==> src/rtl/openhw_ahb_narb.sv <==
// Multi-requester AHB-Lite arbiter. It supports fixed-priority or round-robin ownership
// and burst locking, and keeps one saved address phase per requester.
module openhw_ahb_narb #(
  parameter int NREQ    = 3,
  parameter int PA_BITS = 32,
  parameter int AHBW    = 64,
  parameter bit RR      = 1'b1
) (
  input  logic                    HCLK,
  input  logic                    HRESETn,
  input  logic [2*NREQ-1:0]       ReqHTRANS,
  input  logic [NREQ-1:0]         ReqHWRITE,
  input  logic [3*NREQ-1:0]       ReqHSIZE,
  input  logic [3*NREQ-1:0]       ReqHBURST,
  input  logic [PA_BITS*NREQ-1:0] ReqHADDR,
  input  logic [AHBW*NREQ-1:0]    ReqHWDATA,
  input  logic [AHBW/8*NREQ-1:0]  ReqHWSTRB,
  output logic [NREQ-1:0]         ReqHREADY,
  output logic [NREQ-1:0]         ReqHRESP,
  input  logic                    HREADY,
  input  logic                    HRESP,
  output logic [PA_BITS-1:0]      HADDR,
  output logic                    HWRITE,
  output logic [2:0]              HSIZE,
  output logic [2:0]              HBURST,
  output logic [1:0]              HTRANS,
  output logic [AHBW-1:0]         HWDATA,
  output logic [AHBW/8-1:0]       HWSTRB,
  output logic [3:0]              HPROT,
  output logic                    HMASTLOCK,
  output logic [NREQ-1:0]         Grant
);
  localparam int OW = $clog2(NREQ);
  localparam int SW = AHBW / 8;
  localparam logic [1:0] IDLE   = 2'b00;
  localparam logic [1:0] NONSEQ = 2'b10;
  localparam logic [1:0] SEQ    = 2'b11;
  localparam logic [2:0] SINGLE = 3'b000;

  logic [NREQ-1:0]    saved_valid_r, saved_write_r;
  logic [2:0]         saved_size_r  [NREQ];
  logic [2:0]         saved_burst_r [NREQ];
  logic [PA_BITS-1:0] saved_addr_r  [NREQ];
  logic [OW-1:0]      owner_r, last_grant_r, data_owner_r;
  logic               locked_r, wait_q_r, data_valid_r;
  logic [3:0]         beat_cnt_r;

  logic [NREQ-1:0]    grant_s, dgrant_s, pending_s, capture_s, restore_s;
  logic [1:0]         eff_trans_s [NREQ];
  logic               eff_write_s [NREQ];
  logic [2:0]         eff_size_s  [NREQ];
  logic [2:0]         eff_burst_s [NREQ];
  logic [PA_BITS-1:0] eff_addr_s  [NREQ];
  logic [OW-1:0]      owner_nxt_s, last_nxt_s;
  logic               locked_nxt_s, accept_s, accept_nonseq_s;
  logic [3:0]         beat_nxt_s;

  function automatic logic [3:0] burst_beats(input logic [2:0] burst);
    case (burst)
      3'b010, 3'b011: burst_beats = 4'd3;
      3'b100, 3'b101: burst_beats = 4'd7;
      3'b110, 3'b111: burst_beats = 4'd15;
      default:        burst_beats = 4'd0;
    endcase
  endfunction

  // Rotating the doubled request vector puts the search start at bit 0.
  function automatic logic [OW-1:0] arbitrate(input logic [NREQ-1:0] req,
                                              input logic [OW-1:0] last,
                                              input logic [OW-1:0] park);
    logic [OW-1:0]     start, pick, cand;
    logic [2*NREQ-1:0] dbl;
    logic [OW:0]       sum;
    logic              found, hit;
    start = RR ? ((last == OW'(NREQ-1)) ? '0 : last + OW'(1)) : '0;
    dbl   = {req, req} >> start;
    pick  = park;
    found = 1'b0;
    for (int k = 0; k < NREQ; k++) begin
      hit   = !found && dbl[k];
      sum   = {1'b0, start} + (OW+1)'(k);
      cand  = (sum >= (OW+1)'(NREQ)) ? OW'(sum - (OW+1)'(NREQ)) : OW'(sum);
      pick  = hit ? cand : pick;
      found = found | hit;
    end
    return pick;
  endfunction

  assign grant_s   = {{(NREQ-1){1'b0}}, 1'b1} << owner_r;
  assign dgrant_s  = {{(NREQ-1){1'b0}}, 1'b1} << data_owner_r;
  assign Grant     = grant_s;
  assign HPROT     = 4'b0011;
  assign HMASTLOCK = 1'b0;

  // Per-requester effective phase, capture/restore strobes and returned handshakes
  always_comb begin
    pending_s = '0;
    capture_s = '0;
    restore_s = '0;
    ReqHREADY = '0;
    ReqHRESP  = '0;
    for (int i = 0; i < NREQ; i++) begin
      eff_trans_s[i] = saved_valid_r[i] ? NONSEQ : ReqHTRANS[2*i +: 2];
      eff_write_s[i] = saved_valid_r[i] ? saved_write_r[i] : ReqHWRITE[i];
      eff_size_s[i]  = saved_valid_r[i] ? saved_size_r[i] : ReqHSIZE[3*i +: 3];
      eff_burst_s[i] = saved_valid_r[i] ? saved_burst_r[i] : ReqHBURST[3*i +: 3];
      eff_addr_s[i]  = saved_valid_r[i] ? saved_addr_r[i] : ReqHADDR[PA_BITS*i +: PA_BITS];
      pending_s[i]   = saved_valid_r[i] | (ReqHTRANS[2*i +: 2] == NONSEQ);
      capture_s[i]   = (ReqHTRANS[2*i +: 2] == NONSEQ) & HREADY & ~grant_s[i] & ~saved_valid_r[i];
      restore_s[i]   = grant_s[i] & HREADY & saved_valid_r[i];
      ReqHREADY[i]   = HREADY & ~saved_valid_r[i];
      ReqHRESP[i]    = HRESP & data_valid_r & dgrant_s[i];
    end
  end

  // Manager-port address phase from the owner and data from the data-phase owner
  always_comb begin
    HTRANS = '0;
    HWRITE = 1'b0;
    HSIZE  = '0;
    HBURST = '0;
    HADDR  = '0;
    HWDATA = '0;
    HWSTRB = '0;
    for (int i = 0; i < NREQ; i++) begin
      HTRANS = HTRANS | ({2{grant_s[i]}} & eff_trans_s[i]);
      HWRITE = HWRITE | (grant_s[i] & eff_write_s[i]);
      HSIZE  = HSIZE  | ({3{grant_s[i]}} & eff_size_s[i]);
      HBURST = HBURST | ({3{grant_s[i]}} & eff_burst_s[i]);
      HADDR  = HADDR  | ({PA_BITS{grant_s[i]}} & eff_addr_s[i]);
      HWDATA = HWDATA | ({AHBW{dgrant_s[i]}} & ReqHWDATA[AHBW*i +: AHBW]);
      HWSTRB = HWSTRB | ({SW{dgrant_s[i]}} & ReqHWSTRB[SW*i +: SW]);
    end
  end

  // Burst lock tracking and next-owner selection
  always_comb begin
    accept_nonseq_s = HREADY && (HTRANS == NONSEQ);
    accept_s        = HREADY && ((HTRANS == NONSEQ) || (HTRANS == SEQ));
    locked_nxt_s    = locked_r;
    beat_nxt_s      = beat_cnt_r;
    if (accept_nonseq_s) begin
      locked_nxt_s = (HBURST != SINGLE);
      beat_nxt_s   = burst_beats(HBURST);
    end else if (locked_r && (HTRANS == IDLE)) begin
      locked_nxt_s = 1'b0;
      beat_nxt_s   = 4'd0;
    end else if (locked_r && HREADY && (HTRANS == SEQ) && (beat_cnt_r != 4'd0)) begin
      locked_nxt_s = (beat_cnt_r != 4'd1);
      beat_nxt_s   = beat_cnt_r - 4'd1;
    end else begin
      locked_nxt_s = locked_r;
      beat_nxt_s   = beat_cnt_r;
    end
    last_nxt_s = accept_nonseq_s ? owner_r : last_grant_r;
    if (!HREADY || wait_q_r || locked_nxt_s) begin
      owner_nxt_s = owner_r;
    end else begin
      owner_nxt_s = arbitrate(pending_s, last_nxt_s, owner_r);
    end
  end

  // Saved address phases: load on capture, drop once the granted phase is accepted
  always_ff @(posedge HCLK or negedge HRESETn) begin
    if (!HRESETn) begin
      saved_valid_r <= '0;
      saved_write_r <= '0;
      for (int i = 0; i < NREQ; i++) begin
        saved_size_r[i]  <= 3'd0;
        saved_burst_r[i] <= 3'd0;
        saved_addr_r[i]  <= '0;
      end
    end else begin
      for (int i = 0; i < NREQ; i++) begin
        if (capture_s[i]) begin
          saved_valid_r[i] <= 1'b1;
          saved_write_r[i] <= ReqHWRITE[i];
          saved_size_r[i]  <= ReqHSIZE[3*i +: 3];
          saved_burst_r[i] <= ReqHBURST[3*i +: 3];
          saved_addr_r[i]  <= ReqHADDR[PA_BITS*i +: PA_BITS];
        end else if (restore_s[i]) begin
          saved_valid_r[i] <= 1'b0;
        end
      end
    end
  end

  // Ownership, lock and data-phase registers
  always_ff @(posedge HCLK or negedge HRESETn) begin
    if (!HRESETn) begin
      owner_r      <= '0;
      last_grant_r <= OW'(NREQ-1);
      locked_r     <= 1'b0;
      beat_cnt_r   <= 4'd0;
      wait_q_r     <= 1'b0;
      data_owner_r <= '0;
      data_valid_r <= 1'b0;
    end else begin
      owner_r      <= owner_nxt_s;
      last_grant_r <= last_nxt_s;
      locked_r     <= locked_nxt_s;
      beat_cnt_r   <= beat_nxt_s;
      wait_q_r     <= ~HREADY;
      if (HREADY) begin
        data_owner_r <= owner_r;
        data_valid_r <= accept_s;
      end
    end
  end
endmodule

==> config.mk <==
export PLATFORM = sky130hd
export DESIGN_NAME = openhw_ahb_narb
export DESIGN_NICKNAME = d
export VERILOG_FILES = /design/src/rtl/openhw_ahb_narb.sv
export SDC_FILE = /design/constraint.sdc
export NUM_CORES = 1
export LEC_CHECK = 0
export ABC_AREA = 1
export BUFFER_PORTS_ARGS = -buffer_cell sky130_fd_sc_hd__buf_2
export CORE_AREA = 2 2 181 183
export CTS_CLUSTER_SIZE = 30
export DETAILED_ROUTE_END_ITERATION = 6
export DIE_AREA = 0 0 183 185
export PLACE_DENSITY = 0.64
export SYNTH_ARGS = -nofsm -noshare
export SYNTH_HDL_FRONTEND = slang
export SYNTH_SLANG_ARGS = --single-unit
export TNS_END_PERCENT = 100
==> constraint.sdc <==
create_clock -name HCLK -period 1.9 [get_ports HCLK]
set_input_delay 0.38 -clock HCLK [delete_from_list [all_inputs] [get_ports HCLK]]
set_output_delay 0.38 -clock HCLK [all_outputs]
set_load 0.01 [all_outputs]
### After elaboration in Yosys (flattened, before gate mapping)

Cells that the tools add are included.

* bitwise logic cells: 69
* $add $sub $neg: 7
* eq/ne operators: 13
* shifts and indexed selects: 3
* reduce and logical (&&, ||, !) cells: 26
* $lt $le $gt $ge: 3
* mux-type cells: 36

Operators by type and width (number)
* AND 64 bit: 3
* OR 64 bit: 2
* AND 32 bit: 3
* 2-to-1 mux 32 bit: 3
* OR 32 bit: 2
* AND 1 bit: 25
* AND 8 bit: 3
* 2-to-1 mux 2 bit: 11
* AND 3 bit: 6
* 2-to-1 mux 3 bit: 6
* OR 8 bit: 2
* equality test 2 bit, second input constant: 6
* equality test 3 bit, second input constant: 4
* 2-to-1 mux 1 bit: 12
* 2-to-1 mux 4 bit: 3
* OR 3 bit: 4
* case mux 4 bit (3 select lines): 1
* nonzero test 3 bit: 3
* logical AND 1 bit: 8
* NOT 1 bit: 8
* AND 2 bit: 3
* equality test 3 x 2 -> 1 bit, second input constant: 2
* greater-or-equal comparator 3 x 2 -> 1 bit, second input constant: 2
* OR 1 bit: 6
* 17 further kinds: 29

* register bits: 133
* input port bits: 343
* logic and storage cells: 179
* output and inout bits: 127

### Logic depth before layout (Yosys ltp)

* word-level depth: 17
* gate-level depth with buffers: 18
* depth with buffers taken out: 18

### Worst setup path before layout

Ideal clock, no wire load.

* path type: register -> register
* start point: register owner_r[0]
* end point: register owner_r[0]
* cell stages (with the launch flop): 16
* data required time: 1.783 ns
* setup time: 0.117 ns
* arrival: 1.845 ns
* slack: -0.062 ns
* period minus slack after synthesis: 1.962 ns
* path buffers: 0
* cells stage by stage: dfrtp_1 -> inv_2 -> nor2_2 -> nand2_1 -> nand3_4 -> nand2_2 -> nor2_4 -> nand2_1 -> nand2_4 -> nand3_1 -> nand3_1 -> nand3_1 -> nand2_1 -> inv_2 -> nand3_1 -> nand2_1

* cells in the longest elaborated chain, start to end: 17
* elaborated cells between the ends (all ways): 50
* those cells by class: add/sub (6); order compare (3); eq/ne (3); shift (2); mux (11); bitwise (12); reduce/logical (13)

Ends and longest elaborated chain
* start, declared: line 44 `logic [OW-1:0] owner_r, last_grant_r, data_owner_r;`
* start signal, assigned: line 199 `owner_r <= owner_nxt_s;`
* left shift 1 x 2 -> 3 bit (*): line 89 `assign grant_s = {{(NREQ-1){1'b0}}, 1'b1} << owner_r;`
* via Grant[1]: line 31 `output logic [NREQ-1:0] Grant`
* AND 2 bit (*): line 126 `HTRANS = HTRANS | ({2{grant_s[i]}} & eff_trans_s[i]);`
* OR 2 bit (*) (2 in series): line 126
* via HTRANS[1]: line 26 `output logic [1:0] HTRANS,`
* parallel branches: the longest is 13 deep, another holds adder 2 x 1 -> 3 bit

Mark *: on every way through the listed nets, which the timed path passes. The select of a mux whose other input is x is not followed.
A chain may end at the register's enable or synchronous reset.

### Final worst setup path

* start point: register data_owner_r[1]
* end point: output HWDATA[36]

* cells in the longest elaborated chain, start to end: 4
* elaborated cells between the ends (all ways): 6
* those cells by class: shift (1); bitwise (5)

Ends and longest elaborated chain
* start, declared: line 44
* start signal, assigned: line 205 `data_owner_r <= owner_r;`
* left shift 1 x 2 -> 3 bit (*): line 90 `assign dgrant_s = {{(NREQ-1){1'b0}}, 1'b1} << data_owner_r;`
* AND 64 bit: line 131 `HWDATA = HWDATA | ({AHBW{dgrant_s[i]}} & ReqHWDATA[AHBW*i +: AHBW]);`
* OR 64 bit: line 131
* OR 64 bit (*): line 131
* end, declared: line 27 `output logic [AHBW-1:0] HWDATA,`

Every way passes the cells marked *; elsewhere a longest branch is shown, timed or not.

==> qor.yml <==
critical_path:
  end_kind: "primary output"
  critPathLaunch: "data_owner_r[1]"
  crit_top_cell: "buf_6"
  start_kind: "flip-flop"
  worstSetupPathType: "flip-flop to primary output"
  cp.required_ps: 1520
  rr_startpoint: "owner_r[0]"
  slowest_stage: "dfrtp_2"
  cp_cell_sequence: "buf_6, buf_12, buf_16, nand3_1, nand3_4, buf_6"
  critPathTopFamily: "buffers and inverters"
  path_buf_inv: 4
  critPathMaxStageDelay_ps: 460
  reg2reg_setup_slack_ps: -330
  critPathArrivalTime_ps: 2030
  worstPathMaxFanout: 8
pwr:
  share_comb_of_total_power_pct: 73.2
  p_seq_share_pct: 16.6
  intPower_w: 0.0161
  total_leakage_power_nw: 9.17
  peakVddDrop_mv: 0.803
  power.total_w: 0.0304
  clkPwrFrac_pct: 10.2
  power.density_mw_per_mm2: 1680
  switching_share_pct: 47.0
  p_switching_w: 0.0143
place:
  placed_cell_area_mm2: 0.0120
  dp_slack_ps: -204
  dp_hpwl_mm: 36.0
  place_congestion: 0.921
  io_buffers: 464
outcome:
  violations: "setup timing"
  status: "finished, violations left"
floorplanning:
  die_height_um: 185
  die_x_um: 183
  rows: 66
  start_util_pct: 27.4
  ios: 470
  die_area_mm2: 0.0339
  core_mm2: 0.0320
route:
  via_per_inst: 5.68
  vias: 13156
  drc: 0
  first_pass_iters: 6
  drt_iter0_markers: 1522
  antenna_left: 0
  wirelength_mm: 64.2
  wire_per_inst_um: 27.7
synth:
  synthCells: 1308
  synth_top_area_share_pct: 37.6
  synthTopCellsByArea: "dfrtp_1 38%, nand3_1 15%, nand2_1 12%, o21ai_0 12%, inv_1 5.7%"
  synth.cell_area_mm2: 0.00878
  yosys.cell_types.count: 36
  synth_warnings: 0
  avgSynthCellArea_um2: 6.71
  ys_async_sr_fraction_pct: 100
  yosysSeqAreaShare_pct: 37.9
  synth_flop_cell: "dfrtp_1"
  synth_commonest_cells: "271 x nand2_1, 271 x nand3_1, 203 x o21ai_0"
  synth_top_area_cell: "dfrtp_1"
  ys_ff_latch: 133
  synth_edf_count: 0
flow_run:
  max_cap_violations: 0
clock_network:
  cts_made_buffers: 17
  clock_latency_ps: 440
  cts_max_level: 4
  cts.sinks: 133
  cts_root_buf: "clkbuf_16"
  cts_tree: "done"
  cts.clk_slew.worst_paths_ps: 60
  clock_path_buffers: 2
sta:
  max_freq_mhz: 415
  tightestPinTransition_ps: 596
  period_share_pct: 127
  timing_hold_violations_final: 0
  period_minus_slack_ps: 2410
  setup_viol: 124
  skew_ps: 7.94
  slew_viol_final: 0
  rsz0062_at_grt: "yes"
  fin_ws_ps: -510
  slew_headroom_pct: 60.1
layout:
  fillers: 2681
  finalNetCount: 2223
  fin_util_pct: 56.3
  area_delta_synth_final_pct: 106
  final_cell_area_mm2: 0.0180
  drive_gt1_share_pct: 55.9
global_route:
  grt_pass1_vias: 12441
  grt_pass1_wl_mm: 84.0
  grt_max_degree: 80
  antenna_found_initial: 22
  track_usage_pct: 34.3
  grt_overflow: 0
min_path:
  min_from: "ReqHBURST[4]"
  hp-class: "input port to flip-flop"
[layout by cell type (no fill, tap or decap), drive strengths merged]
master / Yosys / final
ha: 2 / 2
dfrtp: 132 / 132
nor3: 3 / 3
conb: 2 / 5
or2: 1 / 1
mux2: 1 / 1
o22ai: 1 / 1
diode: 0 / 19
dlygate4sd3: 0 / 1
nand3b: 1 / 1
dfstp: 1 / 1
nand2: 278 / 279
o21ai: 207 / 207
a21oi: 79 / 79
bufbuf: 0 / 3
a31oi: 1 / 1
nor2: 29 / 29
nand4: 3 / 3
buf: 27 / 636
xnor2: 1 / 1
clkinvlp: 0 / 4
inv: 140 / 146
xor2: 1 / 1
clkinv: 2 / 6
nand3: 275 / 275
a211o: 1 / 1
o211ai: 39 / 39
clkbuf: 78 / 30
a22oi: 3 / 3
[final timing paths]
check	endpoint	cells past startpoint
max in group asynchronous	last_grant_r[1]	3
min in group asynchronous	saved_addr_r[70]	2
hold / removal	saved_burst_r[4]	2
hold reg to reg	saved_burst_r[1]	2
setup / recovery	HWDATA[36]	6
setup reg to reg	owner_r[0]	18
[area by class of cell]
type / count / area [um2] / share of cell area (%)
multi-input combinational: 932 / 6980 / 38.7
clock inverter: 13 / 101 / 0.562
tap: 408 / 510 / 2.83
sequential: 133 / 3330 / 18.5
inverter: 142 / 573 / 3.18
antenna: 19 / 47.5 / 0.264
timing repair buffer: 651 / 6040 / 33.5
clock buffer: 19 / 443 / 2.46
timing repair inverter: 1 / 8.76 / 0.0486
[power by group through the flow]
stage	Combinational [W]	Clock, W	Sequential, W
floorplan	0.00649	0	0.00475
global placement	0.0116	0	0.00492
detailed placement	0.0117	0	0.00497
CTS	0.0189	0.00314	0.00494
global route	0.0231	0.00328	0.00517
finish	0.0222	0.00311	0.00504
[metal layers]
metal | vias to the layer above | GRT usage, % | routed length [um]
met5 | - | 2.37 | 125
met1 | 6204 | 40.5 | 22800
li1 | 5573 | - | -
met3 | 358 | 16.8 | 8770
met4 | 12 | 18.4 | 5010
met2 | 1009 | 50.8 | 27600
[through the flow]
step,hold slack [ps],instances,setup TNS (ps)
5_1_grt,205,2311,-42600
4_1_cts,204,2273,-31600
3_5_place_dp,343,2148,-366
2_1_floorplan,84.4,1311,-9.09
6_report,213,2318,-37200
3_3_place_gp,341,2148,-334
[kinds of logic after synthesis]
logic type | Yosys count | synth area share, %
multiplexers | 1 | 0.128
adder cells (fa/ha/maj) | 2 | 0.285
AND/OR/NAND/NOR | 590 | 30.3
flip-flops | 133 | 37.9
other | 2 | 0.0856
buffers and inverters | 247 | 10.8
AO/OA/AOI/OAI | 331 | 20.3
XOR/XNOR | 2 | 0.200
[registers in the layout (all words and copies together) (netlist names), 2 cells and up]
name           count
saved_addr_r      96
saved_burst_r      9
saved_size_r       9
beat_cnt_r         4
saved_valid_r      3
saved_write_r      3
data_owner_r       2
last_grant_r       2
owner_r            2
[what timing repair did]
| action | 4_1_cts | 5_1_grt |
|---|---|---|
| gates resized for setup | 567 | 267 |
| hold buffers | 1 | 0 |
| setup endpoints to repair | 119 | 163 |
| cloned | 47 | 13 |
| hold endpoints to repair | 39 | 0 |
| setup buffers | 45 | 29 |
| pin swaps | 61 | 115 |
Note: power is estimated with default switching activity, not from simulation.
